$ cat config.mk
export PLATFORM = sky130hd
export DESIGN_NAME = rf_cmd_ctrl
export DESIGN_NICKNAME = d
export VERILOG_FILES = /design/src/rtl/rf_cmd_ctrl.sv
export SDC_FILE = /design/constraint.sdc
export NUM_CORES = 1
export LEC_CHECK = 0
export ABC_AREA = 1
export CAP_MARGIN = 20
export CORE_MARGIN = 2
export CORE_UTILIZATION = 28
export CTS_BUF_LIST = sky130_fd_sc_hd__clkbuf_8
export DETAILED_ROUTE_END_ITERATION = 10
export DONT_BUFFER_PORTS = 1
export RECOVER_POWER = 25
export SETUP_SLACK_MARGIN = 0.5
export SLEW_MARGIN = 20
export SYNTH_ARGS = -nofsm -noshare
export SYNTH_HDL_FRONTEND = slang
export SYNTH_SLANG_ARGS = --single-unit
$ cat constraint.sdc
create_clock -name clk_i -period 2.1 [get_ports clk_i]
set_input_delay 0.63 -clock clk_i [delete_from_list [all_inputs] [get_ports clk_i]]
set_output_delay 0.63 -clock clk_i [all_outputs]
set_load 0.05 [all_outputs]
$ cat src/rtl/rf_cmd_ctrl.sv
// Byte-serial command parser between the UART path and the register file:
// 0xAA,addr,data issues a one-cycle write; 0xBB,addr issues a read and returns the data as a TX byte.
module rf_cmd_ctrl #(
  parameter int WIDTH      = 8,
  parameter int DEPTH      = 4,
  parameter int RD_TIMEOUT = 8
) (
  input  logic             clk_i,
  input  logic             rst_i,
  input  logic [WIDTH-1:0] rx_data_i,
  input  logic             rx_valid_i,
  input  logic [WIDTH-1:0] rd_data_i,
  input  logic             rd_data_vld_i,
  input  logic             tx_ready_i,
  output logic             wr_en_o,
  output logic             rd_en_o,
  output logic [DEPTH-1:0] address_o,
  output logic [WIDTH-1:0] wr_data_o,
  output logic [WIDTH-1:0] tx_data_o,
  output logic             tx_valid_o,
  output logic             cmd_err_o,
  output logic             ovr_err_o,
  output logic             busy_o
);

  localparam int CntW = (RD_TIMEOUT > 1) ? $clog2(RD_TIMEOUT) : 1;
  localparam logic [CntW-1:0] CntLast = CntW'(RD_TIMEOUT - 1);
  localparam logic [WIDTH-1:0] OpWrite = WIDTH'(8'hAA);
  localparam logic [WIDTH-1:0] OpRead  = WIDTH'(8'hBB);

  typedef enum logic [2:0] {
    IDLE,
    WR_ADDR,
    WR_DATA,
    RD_ADDR,
    RD_WAIT,
    TX_SEND
  } state_e;

  state_e          state_q;
  logic [CntW-1:0] timeoutCnt_q;
  logic            wrEn_q;
  logic            rdEn_q;
  logic [DEPTH-1:0] address_q;
  logic [WIDTH-1:0] wrData_q;
  logic [WIDTH-1:0] txData_q;
  logic            txValid_q;
  logic            cmdErr_q;
  logic            ovrErr_q;

  // Strobes and error flags default low every cycle so each is a single-cycle pulse.
  always_ff @(posedge clk_i) begin
    if (rst_i) begin
      state_q      <= IDLE;
      timeoutCnt_q <= '0;
      wrEn_q       <= 1'b0;
      rdEn_q       <= 1'b0;
      address_q    <= '0;
      wrData_q     <= '0;
      txData_q     <= '0;
      txValid_q    <= 1'b0;
      cmdErr_q     <= 1'b0;
      ovrErr_q     <= 1'b0;
    end else begin
      wrEn_q   <= 1'b0;
      rdEn_q   <= 1'b0;
      cmdErr_q <= 1'b0;
      ovrErr_q <= 1'b0;
      case (state_q)
        IDLE: begin
          if (rx_valid_i) begin
            if (rx_data_i == OpWrite) begin
              state_q <= WR_ADDR;
            end else if (rx_data_i == OpRead) begin
              state_q <= RD_ADDR;
            end else begin
              cmdErr_q <= 1'b1;
            end
          end
        end
        WR_ADDR: begin
          if (rx_valid_i) begin
            address_q <= rx_data_i[DEPTH-1:0];
            state_q   <= WR_DATA;
          end
        end
        WR_DATA: begin
          if (rx_valid_i) begin
            wrData_q <= rx_data_i;
            wrEn_q   <= 1'b1;
            state_q  <= IDLE;
          end
        end
        RD_ADDR: begin
          if (rx_valid_i) begin
            address_q    <= rx_data_i[DEPTH-1:0];
            rdEn_q       <= 1'b1;
            timeoutCnt_q <= '0;
            state_q      <= RD_WAIT;
          end
        end
        RD_WAIT: begin
          ovrErr_q <= rx_valid_i;
          // Data arriving on the timeout edge still wins over the timeout.
          if (rd_data_vld_i) begin
            txData_q  <= rd_data_i;
            txValid_q <= 1'b1;
            state_q   <= TX_SEND;
          end else if (timeoutCnt_q == CntLast) begin
            cmdErr_q <= 1'b1;
            state_q  <= IDLE;
          end else begin
            timeoutCnt_q <= timeoutCnt_q + 1'b1;
          end
        end
        TX_SEND: begin
          ovrErr_q <= rx_valid_i;
          if (tx_ready_i) begin
            txValid_q <= 1'b0;
            state_q   <= IDLE;
          end
        end
        default: state_q <= IDLE;
      endcase
    end
  end

  assign wr_en_o    = wrEn_q;
  assign rd_en_o    = rdEn_q;
  assign address_o  = address_q;
  assign wr_data_o  = wrData_q;
  assign tx_data_o  = txData_q;
  assign tx_valid_o = txValid_q;
  assign cmd_err_o  = cmdErr_q;
  assign ovr_err_o  = ovrErr_q;
  assign busy_o     = (state_q != IDLE);

endmodule

Yosys cells after proc, flatten, opt, wreduce, memory -nomap -nowiden
Index checks and enable logic that the tools add are counted.
{"block": "word_totals", "regBits": 31, "mem_bits_rw": 0, "inputBits": 21, "romBits": 0, "mem_count": 0, "latch_bits": 0, "output_inout_bits": 26, "word_cells": 70}
{"block": "op_classes", "multipliers": 0, "n_lt_le_gt_ge": 0, "n_reduce_logical": 15, "mux": 23, "n_eq_ne": 18, "n_div": 0, "n_bitwise": 3, "n_addsub": 1, "shifts": 0}
{"operator": "$mux W3", "n": 11}
{"operator": "$pmux W3 S6", "n": 1}
{"operator": "$eq A8 B8 Y1 const B", "n": 2}
{"operator": "$ne A2 B2 Y1 const B", "n": 8}
{"operator": "$reduce_or A2 Y1", "n": 5}
{"operator": "$eq A3 B3 Y1 const B", "n": 3}
{"operator": "$mux W1", "n": 8}
{"operator": "$reduce_and A7 Y1", "n": 1}
{"operator": "$eq A3 B2 Y1 const B", "n": 2}
{"operator": "$ne A3 B3 Y1 const B", "n": 2}
{"operator": "$pmux W3 S2", "n": 1}
{"operator": "$reduce_and A2 Y1", "n": 3}
{"operator": "$pmux W1 S2", "n": 2}
{"operator": "$reduce_and A4 Y1", "n": 1}
{"operator": "$reduce_bool A2 Y1", "n": 2}
{"operator": "$add A3 B1 Y3 const B", "n": 1}
{"operator": "$eq A3 B1 Y1 const B", "n": 1}
{"operator": "$logic_not A3 Y1", "n": 1}
{"operator": "$not A1 Y1", "n": 3}
{"operator": "$reduce_and A3 Y1", "n": 1}
{"operator": "$reduce_bool A3 Y1", "n": 1}

Depth between registers and ports, before layout
Gate-level depths: netlist of the first run.
{"block": "depth", "ltp_word": 5, "ltp_mapped": 9, "depth_no_buf": 9}

Least setup slack after synthesis of the first run
No wires, ideal clock.
{"block": "synth_path", "kind": "register -> output", "from": "register state_q[0]", "to": "output busy_o", "arrival_time_ns": 0.927, "path_slack_ns": 0.543, "t_required_ns": 1.470, "path_stages_with_launch": 3, "path_buffers": 0, "path_cell_list": "dfxtp_1 nor3_2 inv_1"}
{"block": "synth_between", "elab_chain_len": 1}
{"item": "from (decl)", "line_no": "40", "rtl": "state_e state_q;"}
{"item": "from (signal assigned)", "line_no": "54", "rtl": "state_q <= IDLE;"}
{"item": "from (signal assigned)", "line_no": "73", "rtl": "state_q <= WR_ADDR;"}
{"item": "from (signal assigned)", "line_no": "75", "rtl": "state_q <= RD_ADDR;"}
{"item": "$reduce_bool A3 Y1", "line_no": "136", "rtl": "assign busy_o = (state_q != IDLE);"}
{"item": "to (decl)", "line_no": "23", "rtl": "output logic busy_o"}
Every way passes these cells.

Worst setup path after layout of the first run
{"block": "layout_path", "from": "register state_q[1]", "to": "register state_q[0]"}
{"block": "layout_between", "elab_chain_len": 3, "word_cells_on_any_way": 15, "classes_between": "12 x eq/ne; 1 x mux; 2 x reduce/logical"}
{"item": "$eq A3 B3 Y1 (tied with other cells)", "line_no": "69", "rtl": "case (state_q)"}
{"item": "$ne A3 B3 Y1 (no source line) / $ne A2 B2 Y1 (equally long branches)"}
{"item": "$reduce_and A7 Y1 (no source line)"}
Parallel ways exist; a longest one is shown, timed or not.
A chain may end at the register's enable or synchronous reset.

==> results of run 1 <==
[flip-flops by register name (all words and copies together) (netlist names)]
signal        count
tx_data_o         8
wr_data_o         8
address_o         4
state_q           3
timeoutCnt_q      3
cmd_err_o         1
ovr_err_o         1
rd_en_o           1
tx_valid_o        1
wr_en_o           1
[power by group]
part,internal [W],switching (W)
Clock,0.000257,0.000212
Combinational,0.000256,0.000479
Sequential,0.000724,0.000382
Total,0.00124,0.00107
[cell families (layout without fill, tap and decap cells)]
group           Yosys count  in the layout  share of synthesized area
fa+ha+maj                 2              2                     0.0186
flops                    31             31                      0.461
buf+inv                  25             31                     0.0827
compound gates           36             36                      0.138
simple gates             86             86                      0.299
[repair_timing]
item,CTS,global route
pin swaps,1,0
endpoints found under the setup margin,1,3
gates resized for setup,7,2
hold buffers,0,0
buffers inserted,2,0
[Yosys cell counts (3+ instances only)]
| cell type | n | area, um2 |
|---|---|---|
| nor2_1 | 23 | 86.3 |
| o21ai_0 | 12 | 60.1 |
| inv_1 | 17 | 63.8 |
| nand2_1 | 40 | 150 |
| nand3_1 | 11 | 55.1 |
| inv_2 | 3 | 11.3 |
| dfxtp_1 | 31 | 621 |
| a21oi_1 | 22 | 110 |
[stage by stage]
step	cell area (um2)	setup slack [ns]
5_1_grt	1510	0.236
3_5_place_dp	1390	0.542
4_1_cts	1510	0.497
2_1_floorplan	1350	0.543
6_report	1510	0.438
3_3_place_gp	1390	0.564
[critical path, cell delays in order, from the launching register on]
cell and delay (ns):
dfxtp_4 0.37, buf_4 0.14, inv_2 0.05, nand2_2 0.09, nor2_4 0.07, nand2_8 0.12
clkinvlp_2 0.32, nor2_1 0.19, nand3_1 0.09, nand2_1 0.07, nor2_1 0.04
[cell usage in the layout (no fill, tap or decap), types with 2 or more instances in the layout]
cell      instances
nand2_1          40
dfxtp_1          29
nor2_1           23
a21oi_1          22
inv_1            15
o21ai_0          12
nand3_1          11
clkbuf_8          6
inv_2             3
buf_4             3
nand4_1           2
nand2_2           2
nor2_4            2
ha_1              2
[worst paths after layout]
path                                 from                           end  slack, ns  cells after the start
max               state_q[1]$_SDFFE_PP0P_       state_q[0]$_SDFFE_PP0P_       0.44                     10
min                                 rst_i     tx_data_o[1]$_SDFFE_PP0P_       0.41                      1
min reg2reg  timeoutCnt_q[0]$_SDFFE_PP0P_  timeoutCnt_q[0]$_SDFFE_PP0P_       0.51                      2
max reg2reg       state_q[1]$_SDFFE_PP0P_       state_q[0]$_SDFFE_PP0P_       0.44                     10
[area by class of cell]
cell class,count,area (um2)
clock inverters,1,5.00
flip-flops and latches,31,626
repair buffers,3,22.5
clock buffers,6,82.6
fillers,517,3180
well taps,54,67.6
multi-input cells,124,623
inverters,21,86.3
[per-layer routing]
layer | wire [um] | global-route usage | up-vias | share of wire
met5 | 0 | 0 | - | 0
met4 | 53 | 0.0545 | 0 | 0.018
met3 | 217 | 0.0521 | 7 | 0.072
met2 | 1450 | 0.191 | 26 | 0.48
met1 | 1300 | 0.142 | 491 | 0.43
li1 | - | - | 586 | -
==> results by group, run 1 <==
Timing
  – Hold_ws: 0.410 ns
  – Skew final: 0.00455 ns
  – Worst-Margin Slew: 0.527 ns
  – Final Hold Fails: 0
  – RSZ-0062 raised after global routing: true
  – Fin crit share: 0.791
  – Final min period: 1.66 ns
  – Final max-slew violation count: 0
  – Max Freq: 602 MHz
  – Rel. slew slack: 0.648
  – Setup_tns: 0 ns
  – Final setup vio count: 0

Die
  – IO Count: 47
  – Placeable Area: 4690 um2
  – Die H: 73.3 um
  – Initial Util: 0.287
  – Die ar.: 5380 um2
  – Die W: 73.3 um
  – Rows: 25

Setup path
  – Crit end category: flop
  – Crit path DAT: 1.84 ns
  – Crit Path Class: flop to flop
  – CP Max Fanout: 16
  – Startpoint Class: flop
  – Data required time of the worst path: 2.27 ns

Synth
  – Post-Syn Area: 1350 um2
  – Post-synthesis net count: 203
  – Asr flop ratio synth: 0
  – Post-Syn Instances: 180
  – Sequential share of the synthesized area: 0.461
  – Yosys reg bits: 31
  – Synth warnings: 0
  – Synth Flop Type: dfxtp_1
  – Post-synth EDFFs: 0
  – Synth Area per Inst: 7.48 um2
  – Synth unique cells: 24

Power and ir drop
  – Pwr per Cell Area: 1530 nW/um2
  – Total power: 0.00231 W
  – Worst vdd ir: 0.628 mV
  – Pleak: 0.592 nW

Cells and area
  – Layout cell share with drive strength beyond 1: 0.151
  – P&R area growth vs syn: 12.4%
  – Final core occ: 0.322
  – Layout Nets: 209
  – Fin cells: 240
  – N_diodes: 0

Clock tree
  – Root buf cell: clkbuf_8
  – TritonCTS clock tree: built
  – H-tree levels: 2
  – Clock buffer depth: 2
  – Clk_lat worst skew: 0.28 ns
  – Clk sinks: 31
  – CTS Buf Count: 5
  – Worst-path clk slew: 0.06 ns

Routing
  – DRC viols: 0
  – Final WL: 3020 um
  – Initial DRC Count: 38
  – Drt via density: 4.63
  – Pre-Repair DR Iteration Count: 4
  – Post-DR wirelength/cell: 12.6 um
  – Via count: 1110
  – Routed Antenna Nets: 0

Placed design
  – PortBufs: 0
  – Final RePlAce weighted congestion: 0.770
  – Detailed placement HPWL: 2150 um
  – Dpl cells: 231

Job
  – Max cap viols: 0

Hold path
  – Hold/Removal Path Class: input pin to flop

Global routing
  – First-pass GRT wire length: 4960 um
  – Initial antenna violation count: 0
  – Pin count of the biggest net entering global routing: 18
  – Vias in the first global route: 1078
  – Grt total ovfl: 0
  – Total Routing Usage GR: 0.121

Run status
  – Status: complete, no violations
(Power assumes the default switching activity.)
==> run 2: changes to the inputs <==
ABC_AREA = 0   (was 1)
clock period = 1.55 ns   (was 2.1 ns; I/O delays follow)
==> run 2 against run 1 <==
  * The run now ends with setup timing left
  * Synthesized cell count is 23% lower
  * Area after synthesis down 4.0%
  * First-iteration DRC count is 26% lower
  * Total power is 33% lower
  * Core utilization increased by 12 points
  * Count of clock-buffer cells in the layout fell by 1
  * Clock power rose by 32%
  * Sequential power down 28%
  * Worst setup slack lost 0.55 ns
  * Register-to-register slack lost 0.52 ns
  * Non-clock buffer count is 21 higher
  * Flip-flop and latch count unchanged
  * Largest power group unchanged
  * Highest routed layer unchanged
==> results by group, run 2 <==
Timing
  – Final setup vio count: 10
  – Max Freq: 603 MHz
  – Rel. slew slack: 0.697
  – Fin crit share: 1.07
  – Final min period: 1.66 ns
  – Final max-slew violation count: 0
  – RSZ-0062 raised after global routing: true
  – Worst-Margin Slew: 0.453 ns
  – Worst setup margin: -0.108 ns
  – Final Hold Fails: 0
  – Skew final: 0.00291 ns
  – Setup_tns: -0.396 ns

Clock tree
  – Clk sinks: 31
  – CTS Buf Count: 5
  – Clock buffer depth: 2
  – Clk_lat worst skew: 0.28 ns
  – TritonCTS clock tree: built
  – Worst-path clk slew: 0.07 ns
  – Root buf cell: clkbuf_8
  – H-tree levels: 2

Run status
  – Status: complete, but fails checks
  – Violated checks: setup timing

Synth
  – Post-Syn Area: 1290 um2
  – Synth Area per Inst: 9.30 um2
  – Synth unique cells: 32
  – Post-synth top area share: 0.480
  – Post-synth top cells: 31 x dfxtp_1, 20 x nand2_1, 17 x nor2_1, 13 x a21oi_1, 13 x mux2i_1
  – Leading post-synthesis cells by cell area: dfxtp_1 48%, mux2i_1 10%, nand2_1 5.8%
  – Area leader, netlist: dfxtp_1
  – Post-synth EDFFs: 0
  – Most numerous cell in the Yosys netlist: dfxtp_1
  – Post-synthesis net count: 162
  – Yosys reg bits: 31
  – Sequential share of the synthesized area: 0.480
  – Synth Flop Type: dfxtp_1
  – Asr flop ratio synth: 0
  – Post-Syn Instances: 139
  – Synth warnings: 0

Cells and area
  – Register area: 728 um2
  – Layout cell share with drive strength beyond 1: 0.626
  – Final core occ: 0.441
  – Commonest non-fill, non-tap cells in the layout: 28 x dfxtp_4, 16 x nor2_1, 14 x buf_6
  – Filler cells: 404
  – N_diodes: 0
  – Layout Nets: 185
  – Commonest non-fill, non-tap cell in the layout: dfxtp_4
  – Multi-input gate area: 805 um2
  – P&R area growth vs syn: 50.5%

Global routing
  – Pin count of the biggest net entering global routing: 32
  – Grt total ovfl: 0
  – Vias in the first global route: 1101
  – First-pass GRT wire length: 5180 um
  – Total Routing Usage GR: 0.132
  – Initial antenna violation count: 0

Die
  – Initial Util: 0.293
  – Die W: 71.9 um
  – Die ar.: 5180 um2
  – Placeable Area: 4410 um2
  – Die H: 71.9 um
  – Rows: 24
  – IO Count: 47

Routing
  – Initial DRC Count: 28
  – Drt via density: 5.16
  – Post-DR wirelength/cell: 16.8 um
  – Pre-Repair DR Iteration Count: 4
  – Via count: 1110
  – DRC viols: 0
  – Routed Antenna Nets: 0
  – Final WL: 3610 um

Setup path
  – Largest stage delay on the critical path: 0.40 ns
  – CP Max Fanout: 2
  – CP max stage cell: or3_4
  – Cell Chain, Critical Path: or3_4 -> buf_8
  – Data required time of the worst path: 1.08 ns
  – Crit path DAT: 1.19 ns
  – Crit Path Class: flop to output pin
  – Startpoint Class: flop
  – Crit end category: output pin

Power and ir drop
  – Worst vdd ir: 0.278 mV
  – Pwr per Cell Area: 795 nW/um2
  – Pleak: 0.698 nW

Placed design
  – Final RePlAce weighted congestion: 0.865
  – PortBufs: 0
  – Detailed placement HPWL: 2330 um

Job
  – Max cap viols: 0

Hold path
  – Hold/Removal Path Class: input pin to flop
-- run 2: final timing paths --
| path | startpoint | end | slack [ns] | depth (start not counted) |
|---|---|---|---|---|
| worst max-delay path | state_q[1]$_SDFFE_PP0P_ | busy_o | -0.11 | 2 |
| worst min-delay path | rst_i | wr_data_o[4]$_SDFFE_PP0P_ | 0.23 | 1 |
| worst max register to register | timeoutCnt_q[0]$_SDFFE_PP0P_ | state_q[1]$_SDFFE_PP0P_ | -0.08 | 6 |
| worst min register to register | timeoutCnt_q[1]$_SDFFE_PP0P_ | timeoutCnt_q[1]$_SDFFE_PP0P_ | 0.47 | 2 |
-- run 2: layout make-up --
type,instances,share of cell area
multi-input cells,97,0.414
flip-flops and latches,31,0.374
repair buffers,24,0.130
clock buffers,5,0.0354
well taps,52,0.0334
clock inverters,3,0.00772
inverters,3,0.00579
-- run 2: critical path: cells and delay by family (launching register included) --
| kind | cells | cell delay, ns |
|---|---|---|
| simple gates | 1 | 0.40 |
| flops | 1 | 0.34 |
| buf+inv | 1 | 0.16 |
-- run 2: routing by layer --
metal / track usage / wire, um / up-vias
met3: 0.0583 / 295 / 9
met1: 0.145 / 1320 / 528
met2: 0.214 / 1900 / 45
met4: 0.0713 / 97 / 0
met5: 0 / 0 / -
li1: - / - / 528
-- run 2: logic make-up (layout without fill, tap and decap cells) --
logic type | Yosys count | after routing | synth area share
buffers and inverters | 11 | 35 | 0.0426
muxes | 13 | 13 | 0.101
DFF | 31 | 31 | 0.480
adders and majority gates | 2 | 2 | 0.0194
AOI/OAI and AO/OA | 23 | 23 | 0.124
and+or+nand+nor | 58 | 58 | 0.227
xor gates and xnor gates | 1 | 1 | 0.00678
-- run 2: metrics by stage --
stage | power (W) | hold slack (ns) | cell area, um2 | cells | setup slack [ns]
3_3_place_gp | 0.000940 | 0.453 | 1510 | 197 | -0.0958
5_1_grt | 0.00161 | 0.216 | 1950 | 215 | -0.136
3_5_place_dp | 0.000942 | 0.460 | 1510 | 197 | -0.130
6_report | 0.00155 | 0.226 | 1950 | 215 | -0.108
4_1_cts | 0.00154 | 0.226 | 1830 | 211 | -0.0995
2_1_floorplan | 0.000929 | 0.451 | 1400 | 139 | -0.0453
-- run 2: what timing repair did --
action | 4_1_cts | 5_1_grt
pin swaps | 13 | 19
setup endpoints to repair | 55 | 56
gates resized for setup | 60 | 23
hold buffers | 0 | 0
buffers inserted | 6 | 4
-- run 2: power by group --
group / switching [W] / total [W] / internal, W
sequential: 0.0000326 / 0.000798 / 0.000765
clock: 0.000309 / 0.000616 / 0.000307
combinational: 0.0000663 / 0.000133 / 0.0000667
total: 0.000408 / 0.00155 / 0.00114
==> run 3: changes to the inputs <==
CORE_UTILIZATION = 60   (was 28)
PLACE_DENSITY = 0.76   (was not set)
==> run 3 against run 2 <==
  * The run now fails in global routing
  * Area after synthesis unchanged
  * Synthesized cell count unchanged
==> results by group, run 3 <==
Run status
  – Status: did not finish
  – Stop stage: global routing
  – Error: [ERROR DPL-0038] Utilization greater than 100%, impossible to legalize

Synth
  – Most numerous cell in the Yosys netlist: dfxtp_1
  – Yosys reg bits: 31
  – Synth Area per Inst: 9.30 um2
  – Synth warnings: 0
  – Post-synthesis net count: 162
  – Post-synth top area share: 0.480
  – Synth Flop Type: dfxtp_1
  – Synth unique cells: 32
  – Asr flop ratio synth: 0
  – Leading post-synthesis cells by cell area: dfxtp_1 48%, mux2i_1 10%, nand2_1 5.8%
  – Post-Syn Instances: 139
  – Post-synth top cells: 31 x dfxtp_1, 20 x nand2_1, 17 x nor2_1, 13 x a21oi_1, 13 x mux2i_1
  – Sequential share of the synthesized area: 0.480
  – Post-synth EDFFs: 0
  – Post-Syn Area: 1290 um2
  – Area leader, netlist: dfxtp_1

Clock tree
  – H-tree levels: 2
  – CTS Buf Count: 5
  – Post-CTS Hold Fix Bufs: 0
  – Root buf cell: clkbuf_8
  – Clock buffer depth: 2
  – Clk sinks: 31

Timing
  – Worst EP Category: sequential cell input
  – Last worst endpoint in the global-route repair_timing: state_q[1]$_SDFFE_PP0P_/D

Placed design
  – Dpl cells: 172
  – Detailed placement HPWL: 2060 um
  – Pre-CTS WS: -0.117 ns
  – PortBufs: 0
  – Final RePlAce weighted congestion: 0.785

Die
  – Die H: 50.4 um
  – Rows: 16
  – IO Count: 47
  – Die W: 50.4 um
  – Initial Util: 0.646

Global routing
  – Pin count of the biggest net entering global routing: 32
## run 3: cell counts after synthesis
Identical to the previous run, type by type.
## run 3: repair_timing
action,CTS
gates resized for setup,69
endpoints found under the hold margin,0
setup endpoints to repair,55
buffers inserted,11
pin swaps,9
cloned,1
## run 3: cells by family after synthesis
logic type,Yosys count,share of synthesized area
and+or+nand+nor,58,0.227
AOI/OAI and AO/OA,23,0.124
xor gates and xnor gates,1,0.00678
buffers and inverters,11,0.0426
DFF,31,0.480
adders and majority gates,2,0.0194
muxes,13,0.101
## run 3: per-stage QoR
step	area, um2	TNS, ns
after floorplan	1400	-0.0453
after detailed placement	1480	-0.133
after global placement	1480	-0.0759
after CTS	1910	-0.234
==> run 4: changes to the inputs <==
CORE_AREA = 2 2 63 65   (was not set)
CORE_MARGIN = not set   (was 2)
CORE_UTILIZATION = not set   (was 60)
CTS_BUF_LIST = not set   (was sky130_fd_sc_hd__clkbuf_8)
DIE_AREA = 0 0 65 67   (was not set)
PLACE_DENSITY = not set   (was 0.76)
PLACE_DENSITY_LB_ADDON = 0.15   (was not set)
SETUP_SLACK_MARGIN = not set   (was 0.5)
==> run 4 against run 3 <==
  * The flow now finishes, with violations (setup timing)
==> results by group, run 4 (same netlist as run 2, synthesis figures left out) <==
Die
  – IO Count: 47
  – Placeable Area: 3610 um2
  – Rows: 22
  – Initial Util: 0.358
  – Die W: 65 um
  – Die H: 67 um
  – Die ar.: 4360 um2

Power and ir drop
  – Worst vdd ir: 0.418 mV
  – Pwr per Cell Area: 951 nW/um2
  – Pleak: 0.628 nW

Placed design
  – Detailed placement HPWL: 2190 um
  – Dpl cells: 197
  – Final RePlAce weighted congestion: 0.789
  – PortBufs: 0
  – Placed cell area: 1490 um2

Clock tree
  – TritonCTS clock tree: built
  – CTS Buf Count: 5
  – Clock buffer depth: 2
  – Worst-path clk slew: 0.07 ns
  – Clk_lat worst skew: 0.28 ns
  – Post-CTS Hold Fix Bufs: 0
  – Clk sinks: 31
  – H-tree levels: 2
  – Root buf cell: clkbuf_8

Cells and area
  – Commonest non-fill, non-tap cell in the layout: dfxtp_1
  – Layout cell share with drive strength beyond 1: 0.273
  – N_diodes: 0
  – Fin cells: 209
  – Commonest non-fill, non-tap cells in the layout: 27 x dfxtp_1, 20 x nand2_1, 17 x buf_4
  – Layout Nets: 183
  – Finished Cell Area: 1630 um2
  – Filler cells: 356
  – P&R area growth vs syn: 26.2%

Timing
  – Worst-Margin Slew: 0.544 ns
  – Final setup vio count: 2
  – Final Hold Fails: 0
  – Skew final: 0.00595 ns
  – Rel. slew slack: 0.637
  – Final min period: 1.65 ns
  – Max Freq: 608 MHz
  – Fin crit share: 1.06
  – Worst setup margin: -0.0959 ns
  – Setup_tns: -0.191 ns
  – Final max-slew violation count: 0
  – RSZ-0062 raised after global routing: true

Setup path
  – Data required time of the worst path: 1.08 ns
  – Crit Path Class: flop to output pin
  – Crit end category: output pin
  – Crit path DAT: 1.18 ns
  – Startpoint Class: flop
  – CP Max Fanout: 2

Global routing
  – Initial antenna violation count: 0
  – Total Routing Usage GR: 0.143
  – Grt total ovfl: 0
  – First-pass GRT wire length: 4620 um
  – Vias in the first global route: 1023
  – Pin count of the biggest net entering global routing: 32

Run status
  – Status: complete, but fails checks
  – Violated checks: setup timing

Routing
  – DRC viols: 0
  – Final WL: 2950 um
  – Pre-Repair DR Iteration Count: 4
  – Routed Antenna Nets: 0
  – Drt via density: 5.06
  – Via count: 1057
  – Initial DRC Count: 13
  – Post-DR wirelength/cell: 14.1 um

Job
  – Max cap viols: 0

Hold path
  – Hold/Removal Path Class: input pin to flop
[run 4: layout make-up]
type	instances	area, um2	area share
Timing Repair Buffer	22	183	0.112
Inverter	3	11.3	0.00690
Tap cell	48	60.1	0.0368
Clock inverter	3	20.0	0.0123
Sequential cell	31	631	0.387
Multi-Input combinational cell	97	658	0.403
Clock buffer	5	68.8	0.0422
[run 4: routing by layer]
metal  up-vias  share of wire  track usage
met4         0          0.016       0.0585
li1        526              -            -
met2        27           0.50        0.224
met5         -              0            0
met1       498           0.41        0.163
met3         6          0.072       0.0760
[run 4: power breakdown]
part           internal (W)  switching [W]   total, W
Combinational     0.0000480      0.0000490  0.0000970
Clock              0.000312       0.000310   0.000622
Sequential         0.000804      0.0000291   0.000833
Total               0.00116       0.000388    0.00155
[run 4: worst paths after layout]
| check | slack, ns | endpoint | startpoint | depth (start not counted) |
|---|---|---|---|---|
| worst max-delay path | -0.1 | busy_o | state_q[0]$_SDFFE_PP0P_ | 2 |
| worst min-delay path | 0.23 | state_q[0]$_SDFFE_PP0P_ | rst_i | 1 |
| worst max register to register | -0.1 | state_q[1]$_SDFFE_PP0P_ | timeoutCnt_q[0]$_SDFFE_PP0P_ | 6 |
| worst min register to register | 0.47 | timeoutCnt_q[1]$_SDFFE_PP0P_ | timeoutCnt_q[1]$_SDFFE_PP0P_ | 2 |
[run 4: critical path, stage by stage, from the launching register on]
cell and delay, ns:
dfxtp_4 0.35, or3_4 0.39, buf_8 0.16
[run 4: timing repair]
item	in CTS	in global routing
buffers inserted	3	1
pin swaps	0	2
endpoints found under the setup margin	2	11
gates resized for setup	6	3
[run 4: per-stage QoR]
step,total power (W),worst slack (ns),hold WS (ns),util
floorplan,0.000922,-0.0453,0.451,-
global placement,0.000940,-0.0985,0.459,0.414
finish,0.00155,-0.0959,0.233,0.452
CTS,0.00157,-0.102,0.233,0.449
global route,0.00161,-0.134,0.220,0.452
detailed placement,0.000941,-0.129,0.464,0.414
